**src/rtl/ram32_arb_pkg.sv**
```systemverilog
// Shared types and constants for the RAM32 bus arbiter.
package ram32_arb_pkg;
  localparam int AW_DEF = 5;

  typedef enum logic [1:0] {
    IDLE  = 2'd0,
    ISSUE = 2'd1,
    RESP  = 2'd2
  } state_t;

  localparam logic [1:0] GNT_NONE = 2'd0;
  localparam logic [1:0] GNT_HOST = 2'd1;
  localparam logic [1:0] GNT_DBUS = 2'd2;
  localparam logic [1:0] GNT_IBUS = 2'd3;
endpackage

```
**src/rtl/ram32_rr_pick.sv**
```systemverilog
// Combinational requester pick: host always first, then dbus/ibus by fixed or round-robin priority.
module ram32_rr_pick
  import ram32_arb_pkg::*;
#(
  parameter bit FAIR = 1'b1
) (
  input  logic       host_req_i,
  input  logic       dbus_cyc_i,
  input  logic       ibus_cyc_i,
  input  logic       last_ibus_i,
  output logic [1:0] gnt_o
);
  always_comb begin
    gnt_o = GNT_NONE;
    if (host_req_i)                    gnt_o = GNT_HOST;
    // On a tie the bus not served last wins; fixed mode always favours dbus.
    else if (dbus_cyc_i && ibus_cyc_i) gnt_o = (FAIR && !last_ibus_i) ? GNT_IBUS : GNT_DBUS;
    else if (dbus_cyc_i)               gnt_o = GNT_DBUS;
    else if (ibus_cyc_i)               gnt_o = GNT_IBUS;
  end
endmodule

```
**src/rtl/ram32_bus_arbiter.sv**
```systemverilog
// Shares the single RAM32 port between host byte port, SERV dbus and SERV ibus.
// Fixed IDLE -> ISSUE -> RESP sequence: one registered access per three cycles.
module ram32_bus_arbiter
  import ram32_arb_pkg::*;
#(
  parameter bit FAIR = 1'b1,
  parameter int AW   = AW_DEF
) (
  input  logic          clk,
  input  logic          rst_n,
  input  logic          host_req,
  input  logic          host_we,
  input  logic [AW+1:0] host_addr,
  input  logic [7:0]    host_wdata,
  output logic [7:0]    host_rdata,
  output logic          host_ack,
  input  logic          ibus_cyc,
  input  logic [31:0]   ibus_adr,
  output logic [31:0]   ibus_rdt,
  output logic          ibus_ack,
  input  logic          dbus_cyc,
  input  logic [31:0]   dbus_adr,
  input  logic          dbus_we,
  input  logic [31:0]   dbus_dat,
  input  logic [3:0]    dbus_sel,
  output logic [31:0]   dbus_rdt,
  output logic          dbus_ack,
  output logic          ram_en,
  output logic [AW-1:0] ram_addr,
  output logic [3:0]    ram_we,
  output logic [31:0]   ram_di,
  input  logic [31:0]   ram_do,
  output logic [1:0]    grant
);
  state_t        state_q, state_d;
  logic [1:0]    grant_q, grant_d, pick;
  logic          last_ibus_q, last_ibus_d;
  logic          en_q, en_d;
  logic [AW-1:0] addr_q, addr_d;
  logic [3:0]    we_q, we_d;
  logic [31:0]   di_q, di_d;
  logic [1:0]    lane_q, lane_d;
  logic          hrd_q, hrd_d;
  logic          oor_q, oor_d;
  logic [7:0]    hdata_q, hdata_d;
  logic          dbus_oor, ibus_oor, resp;
  logic          unused_adr_lsb;

  assign dbus_oor       = |dbus_adr[31:AW+2];
  assign ibus_oor       = |ibus_adr[31:AW+2];
  assign unused_adr_lsb = ^{dbus_adr[1:0], ibus_adr[1:0]};

  ram32_rr_pick #(.FAIR(FAIR)) u_pick (
    .host_req_i  (host_req),
    .dbus_cyc_i  (dbus_cyc),
    .ibus_cyc_i  (ibus_cyc),
    .last_ibus_i (last_ibus_q),
    .gnt_o       (pick)
  );

  always_comb begin
    state_d     = state_q;
    grant_d     = grant_q;
    last_ibus_d = last_ibus_q;
    en_d        = en_q;
    addr_d      = addr_q;
    we_d        = we_q;
    di_d        = di_q;
    lane_d      = lane_q;
    hrd_d       = hrd_q;
    oor_d       = oor_q;
    hdata_d     = hdata_q;
    case (state_q)
      IDLE: if (pick != GNT_NONE) begin
        state_d = ISSUE;
        grant_d = pick;
        en_d    = 1'b1;
        oor_d   = 1'b0;
        hrd_d   = 1'b0;
        case (pick)
          GNT_HOST: begin
            addr_d = host_addr[AW+1:2];
            lane_d = host_addr[1:0];
            we_d   = host_we ? (4'b0001 << host_addr[1:0]) : 4'b0000;
            di_d   = {4{host_wdata}};
            hrd_d  = !host_we;
          end
          GNT_DBUS: begin
            last_ibus_d = 1'b0;
            addr_d      = dbus_adr[AW+1:2];
            we_d        = dbus_we ? dbus_sel : 4'b0000;
            di_d        = dbus_dat;
            // Out-of-range accesses run the full sequence with the RAM idle.
            if (dbus_oor) begin
              en_d  = 1'b0;
              we_d  = 4'b0000;
              oor_d = 1'b1;
            end
          end
          default: begin
            last_ibus_d = 1'b1;
            addr_d      = ibus_adr[AW+1:2];
            we_d        = 4'b0000;
            if (ibus_oor) begin
              en_d  = 1'b0;
              oor_d = 1'b1;
            end
          end
        endcase
      end
      ISSUE: begin
        state_d = RESP;
        en_d    = 1'b0;
        we_d    = 4'b0000;
      end
      RESP: begin
        state_d = IDLE;
        grant_d = GNT_NONE;
        if (grant_q == GNT_HOST && hrd_q) hdata_d = ram_do[{lane_q, 3'b000} +: 8];
      end
      default: state_d = IDLE;
    endcase
  end

  always_ff @(posedge clk or negedge rst_n) begin
    if (!rst_n) begin
      state_q     <= IDLE;
      grant_q     <= GNT_NONE;
      last_ibus_q <= 1'b1;
      en_q        <= 1'b0;
      addr_q      <= '0;
      we_q        <= '0;
      di_q        <= '0;
      lane_q      <= '0;
      hrd_q       <= 1'b0;
      oor_q       <= 1'b0;
      hdata_q     <= '0;
    end else begin
      state_q     <= state_d;
      grant_q     <= grant_d;
      last_ibus_q <= last_ibus_d;
      en_q        <= en_d;
      addr_q      <= addr_d;
      we_q        <= we_d;
      di_q        <= di_d;
      lane_q      <= lane_d;
      hrd_q       <= hrd_d;
      oor_q       <= oor_d;
      hdata_q     <= hdata_d;
    end
  end

  assign resp       = (state_q == RESP);
  assign host_ack   = resp && (grant_q == GNT_HOST);
  assign dbus_ack   = resp && (grant_q == GNT_DBUS);
  assign ibus_ack   = resp && (grant_q == GNT_IBUS);
  assign dbus_rdt   = (dbus_ack && !oor_q) ? ram_do : 32'h0;
  assign ibus_rdt   = (ibus_ack && !oor_q) ? ram_do : 32'h0;
  assign host_rdata = hdata_q;
  assign ram_en     = en_q;
  assign ram_addr   = addr_q;
  assign ram_we     = we_q;
  assign ram_di     = di_q;
  assign grant      = grant_q;
endmodule

```
**config.mk**
```make
export PLATFORM = sky130hd
export DESIGN_NAME = ram32_bus_arbiter
export DESIGN_NICKNAME = d
export VERILOG_FILES = /design/src/rtl/ram32_arb_pkg.sv /design/src/rtl/ram32_rr_pick.sv /design/src/rtl/ram32_bus_arbiter.sv
export SDC_FILE = /design/constraint.sdc
export NUM_CORES = 1
export LEC_CHECK = 0
export ABC_AREA = 0
export CAP_MARGIN = 15
export CORE_AREA = 2 2 107 109
export DETAILED_ROUTE_END_ITERATION = 6
export DIE_AREA = 0 0 109 111
export GPL_TIMING_DRIVEN = 0
export PLACE_DENSITY = 0.87
export SLEW_MARGIN = 20
export SYNTH_ARGS = -nofsm -noshare
export SYNTH_HDL_FRONTEND = slang
export SYNTH_SLANG_ARGS = --single-unit
```
**constraint.sdc**
```tcl
create_clock -name clk -period 4.9 [get_ports clk]
set_clock_uncertainty 0.15 [all_clocks]
set_input_delay 0.735 -clock clk [delete_from_list [all_inputs] [get_ports clk]]
set_output_delay 0.735 -clock clk [all_outputs]
set_load 0.02 [all_outputs]
```
Yosys cells after proc, flatten, opt, wreduce, memory -nomap -nowiden
Index checks and enable logic that the tools add are counted.
{"block": "classes", "eq_ne": 8, "n_reduce_logical": 23, "bitwise": 1, "mux": 29, "n_shift": 2}
{"operator": "$mux 32", "count": 2}
{"operator": "$pmux 32 s2", "count": 1}
{"operator": "$reduce_or 25->1", "count": 2}
{"operator": "$shiftx 32x6->8", "count": 1}
{"operator": "$mux 4", "count": 4}
{"operator": "$pmux 4 s2", "count": 2}
{"operator": "$mux 2", "count": 6}
{"operator": "$pmux 5 s2", "count": 1}
{"operator": "$reduce_and 3->1", "count": 3}
{"operator": "$eq 2x2->1 const B", "count": 4}
{"operator": "$pmux 1 s2", "count": 4}
{"operator": "$pmux 2 s2", "count": 2}
{"operator": "$reduce_and 2->1", "count": 4}
{"operator": "$reduce_bool 2->1", "count": 4}
{"operator": "$logic_and 1x1->1", "count": 7}
{"operator": "$mux 1", "count": 7}
{"operator": "$eq 2x1->1 const B", "count": 3}
{"operator": "$shl 1x2->4 const A", "count": 1}
{"operator": "$logic_not 1->1", "count": 2}
{"operator": "$logic_not 2->1", "count": 1}
{"operator": "$ne 2x2->1 const B", "count": 1}
{"operator": "$not 1->1", "count": 1}
{"block": "word_totals", "regBits": 59, "output_inout_bits": 119, "wordCells": 74}

Logic depth before layout (Yosys ltp)
{"block": "depth", "ltp_word": 8, "ltp_mapped": 9, "mapped_depth_nobuf": 8}

Hierarchy
A second synthesis with hierarchy kept.
{"block": "unflattened", "cells_unflattened": 372, "hier_area_um2": 3404.5}
{"mod": "ram32_bus_arbiter", "instances": 1, "area_each_um2": 3385.7, "cells_each": 368}
{"mod": "ram32_rr_pick", "instances": 1, "area_each_um2": 18.8, "cells_each": 4}

Worst setup path after synthesis
No wires, ideal clock.
{"block": "synth_timing", "path_type": "in2reg", "start": "in dbus_cyc", "end": "reg di_q[10] (netlist: ram_di[10])", "n_path_buf": 1, "setup_slack_ns": 2.387, "cell_stages": 7, "arrival_time_ns": 2.226, "path_cell_list": "nand2_1 a21oi_1 inv_1 ha_1 nor3_2 clkbuf_1 a21oi_1"}
{"block": "synth_via", "elab_chain_len": 6}
{"item": "start: declaration", "line_no": "ram32_bus_arbiter.sv:21", "text": "input logic dbus_cyc,"}
{"item": "$mux 2 / $logic_and 1x1->1 (equally long branches)", "line_no": "ram32_rr_pick.sv:18, ram32_rr_pick.sv:17"}
{"item": "$mux 2 (*)", "line_no": "ram32_rr_pick.sv:17", "text": "else if (dbus_cyc_i && ibus_cyc_i) gnt_o = (FAIR && !last_ibus_i) ? GNT_IBUS : GNT_DBUS;"}
{"item": "$mux 2 (*)", "line_no": "ram32_rr_pick.sv:15", "text": "if (host_req_i) gnt_o = GNT_HOST;"}
{"item": "$eq 2x2->1 / $eq 2x1->1 (equally long branches)", "line_no": "ram32_bus_arbiter.sv:80", "text": "case (pick)"}
{"item": "$reduce_bool 2->1 (no line)"}
{"item": "$reduce_and 3->1 (no line)"}
{"item": "end signal: assignment", "line_no": "ram32_bus_arbiter.sv:145", "text": "di_q <= di_d;"}
{"item": "end: declaration", "line_no": "ram32_bus_arbiter.sv:41", "text": "logic [31:0] di_q, di_d;"}
Mark *: on every way between the ends. The rest lies on a longest branch, timed or not.
A chain may end at the register's enable or synchronous reset.

Worst setup path in the final report
{"block": "layout_timing", "start": "reg state_q[1]", "end": "out dbus_rdt[10]"}
{"block": "layout_via", "elab_chain_len": 4}
{"item": "start: declaration", "line_no": "ram32_bus_arbiter.sv:35", "text": "state_t state_q, state_d;"}
{"item": "start signal: assignment", "line_no": "ram32_bus_arbiter.sv:139", "text": "state_q <= state_d;"}
{"item": "$eq 2x2->1", "line_no": "ram32_bus_arbiter.sv:153", "text": "assign resp = (state_q == RESP);"}
{"item": "$logic_and 1x1->1", "line_no": "ram32_bus_arbiter.sv:155", "text": "assign dbus_ack = resp && (grant_q == GNT_DBUS);"}
{"item": "$logic_and 1x1->1", "line_no": "ram32_bus_arbiter.sv:157", "text": "assign dbus_rdt = (dbus_ack && !oor_q) ? ram_do : 32'h0;"}
{"item": "$mux 32", "line_no": "ram32_bus_arbiter.sv:157"}
{"item": "end: declaration", "line_no": "ram32_bus_arbiter.sv:26", "text": "output logic [31:0] dbus_rdt,"}
No other way between the ends.

==> qor.txt <==
Cell accounting for the most synthesized area: dfrtp_1
Clock-pin slew on the worst setup and hold paths: 50 ps
Actual slew at the worst max-slew pin: 695 ps
Power Density: 462 nW/um2
TritonCTS clock tree: built
Top cells by count, synth: a21oi_1 (73), and2_1 (65), dfrtp_1 (58)
DR WL/cell: 18.2 um
Reg2reg setup slack: 2030 ps
Top-count cell post-synth: a21oi_1
Placed cell count: 786
DR vias/cell: 5.03
# fillers: 944
Worst Setup SP: state_q[1]$_DFFE_PN0P_
GPL Wtd Cong: 0.942
Lkg Pwr: 2.70 nW
Port bufs: 268
Final nets: 811
Root Driver: clkbuf_16
Max Slew Vio Count: 0
Register area: 1480 um2
Synth warn: 0
Synth top area share: 42.3%
Final instance area: 6650 um2
Gr ovfl total: 0
Setup ws final: 1490 ps
DRC viols: 0
DR vias: 4037
Syn Nets: 531
Reg2reg end: ram_di[20]$_DFFE_PN0P_
Worst R2R Start: last_ibus_q$_DFFE_PN1P_
Setup TNS: 0 ps
Startpoint type of the worst setup path: register
Crit Path Class: reg2out
Cell Rows: 39
Finished Layout Cells: 802
Fin. Hold Viols: 0
Htree depth: 3
Routed Wire Length: 14600 um
Clk_lat worst skew: 320 ps
Core area: 11100 um2
Crit-path max FO: 10
Mapped Cells: 374
Synth Register Bits: 59
Multi-input gate area: 1820 um2
Die Span X: 109 um
Yosys cell types: 40
Final min period: 3410 ps
Max-cap violation count: 0
DR pass1 iterations: 5
CTS Buf Count: 9
Ys flop type: dfrtp_1
Status: completed
Place WS: 1360 ps
Largest net degree at the start of global routing: 47
Die height: 111 um
VDD IR max: 218 uV
Async set or reset register ratio after synthesis: 100%
Setup violators final: 0
Max_slew headroom: 53.2%
Synth area leaders: dfrtp_1 (42%), and2_1 (12%), a21oi_1 (11%)
Clock sink count: 59
Routed Antenna Nets: 0
Post-CTS Setup Repair Bufs: 0
Achievable frequency: 293 MHz
Mean Syn Cell Area: 9.18 um2
Post-CTS Hold Buffers: 0
Post-Syn Area: 3430 um2
Fin crit share: 69.6%
WP data required: 4010 ps
Sequential area share after synthesis: 43.1%
Initial antenna violation count: 0
Ports: 273
Cell Area, Placed: 6320 um2
RSZ-0062 raised after global routing: no
Post-layout util: 60.0%
Type of the worst min-delay path: in2async
First-pass GRT wire length: 21900 um
Initial DRC count: 334
Die Area: 12100 um2
HPWL Detailed: 11900 um
Starting density of the core: 31.0%
Area delta synth->final: 93.7%
N_diodes: 0
Resized cells post-CTS: 0
Worst r2r path cells: 7
Worst setup EP type: primary output
Clock buffer depth: 2
Vias in the first global route: 4025
EDFF count, synth: 0
Worst Path Arrival: 2520 ps
Layout cells sized above 1: 8.50%
All-Layer GR Usage: 23.7%
logic make-up after synthesis:
kind of cell	count (synthesis)	synth area share, %
AND/OR/NAND/NOR	170	27.5
AO/OA/AOI/OAI	95	15.0
flip-flops	59	43.1
buffers and inverters	29	3.90
multiplexers	18	9.41
adder cells (fa/ha/maj)	3	1.09
worst max-delay path, stage by stage, from the launching register on:
cell and delay, ps:
dfrtp_1 450, nor2b_2 260, nand2_1 110, nor3_2 270
buf_2 290, and2_1 190, clkdlybuf4s50_1 640
power breakdown:
group | total (mW) | internal [mW] | switching [mW]
clock | 0.686 | 0.472 | 0.215
combinational | 1.52 | 0.740 | 0.776
sequential | 0.867 | 0.716 | 0.151
total | 3.07 | 1.93 | 1.14
worst max path at each step:
stage                                endpoint  slack (ps)
finish                           dbus_rdt[10]        1490
global route                     dbus_rdt[10]        1370
CTS                              dbus_rdt[10]        1530
detailed placement     ram_di[15]$_DFFE_PN0P_        1360
global placement    host_rdata[1]$_DFFE_PN0P_        1040
floorplan              ram_di[10]$_DFFE_PN0P_        2390
flip-flops by register name, summed over array words and instances, names as in the netlist:
signal,count
ram_addr,5
ram_we,4
last_ibus_q,1
ram_en,1
oor_q,1
grant,2
ram_di,32
host_rdata,8
lane_q,2
hrd_q,1
state_q,2
metal layers:
| metal | share of wire, % | GRT usage (%) |
|---|---|---|
| met5 | 0 | 0 |
| met4 | 2.5 | 8.38 |
| met3 | 6.5 | 4.64 |
| met2 | 50 | 39.2 |
| met1 | 41 | 30.6 |
stage by stage:
| stage | total power, mW | hold WS, ps |
|---|---|---|
| finish | 3.07 | 116 |
| global route | 3.23 | 117 |
| CTS | 3.09 | 113 |
| detailed placement | 2.39 | 330 |
| global placement | 2.34 | 318 |
| floorplan | 1.62 | 289 |
cell usage in the layout (no fill, tap or decap), types with 2 or more instances in the layout:
cell type,instances
ha_1,3
nor2b_1,8
nand4_1,6
and3_1,2
clkdlybuf4s50_1,267
and4_1,2
dfrtp_1,58
nor3_2,2
clkbuf_1,10
a22oi_1,7
clkbuf_16,9
nor4_1,13
nand3b_1,3
clkbuf_8,2
and2_1,65
o21ai_1,4
buf_1,3
nor3_1,4
nand2_1,15
nor2_1,44
a21oi_1,73
o21ai_0,4
mux4_2,8
buf_2,7
a211o_1,2
mux2_4,8
buf_4,5
bufinv_16,2
mux2_2,2
inv_1,4
final cells by class:
| cell class | instances | share of cell area [%] |
|---|---|---|
| multi-input combinational | 286 | 27.4 |
| tap | 143 | 2.69 |
| sequential | 59 | 22.2 |
| clock buffer | 12 | 3.86 |
| inverter | 5 | 0.282 |
| clock inverter | 4 | 1.09 |
| buffer | 24 | 1.73 |
| timing repair buffer | 269 | 40.7 |
Note: power is estimated with default switching activity, not from simulation.
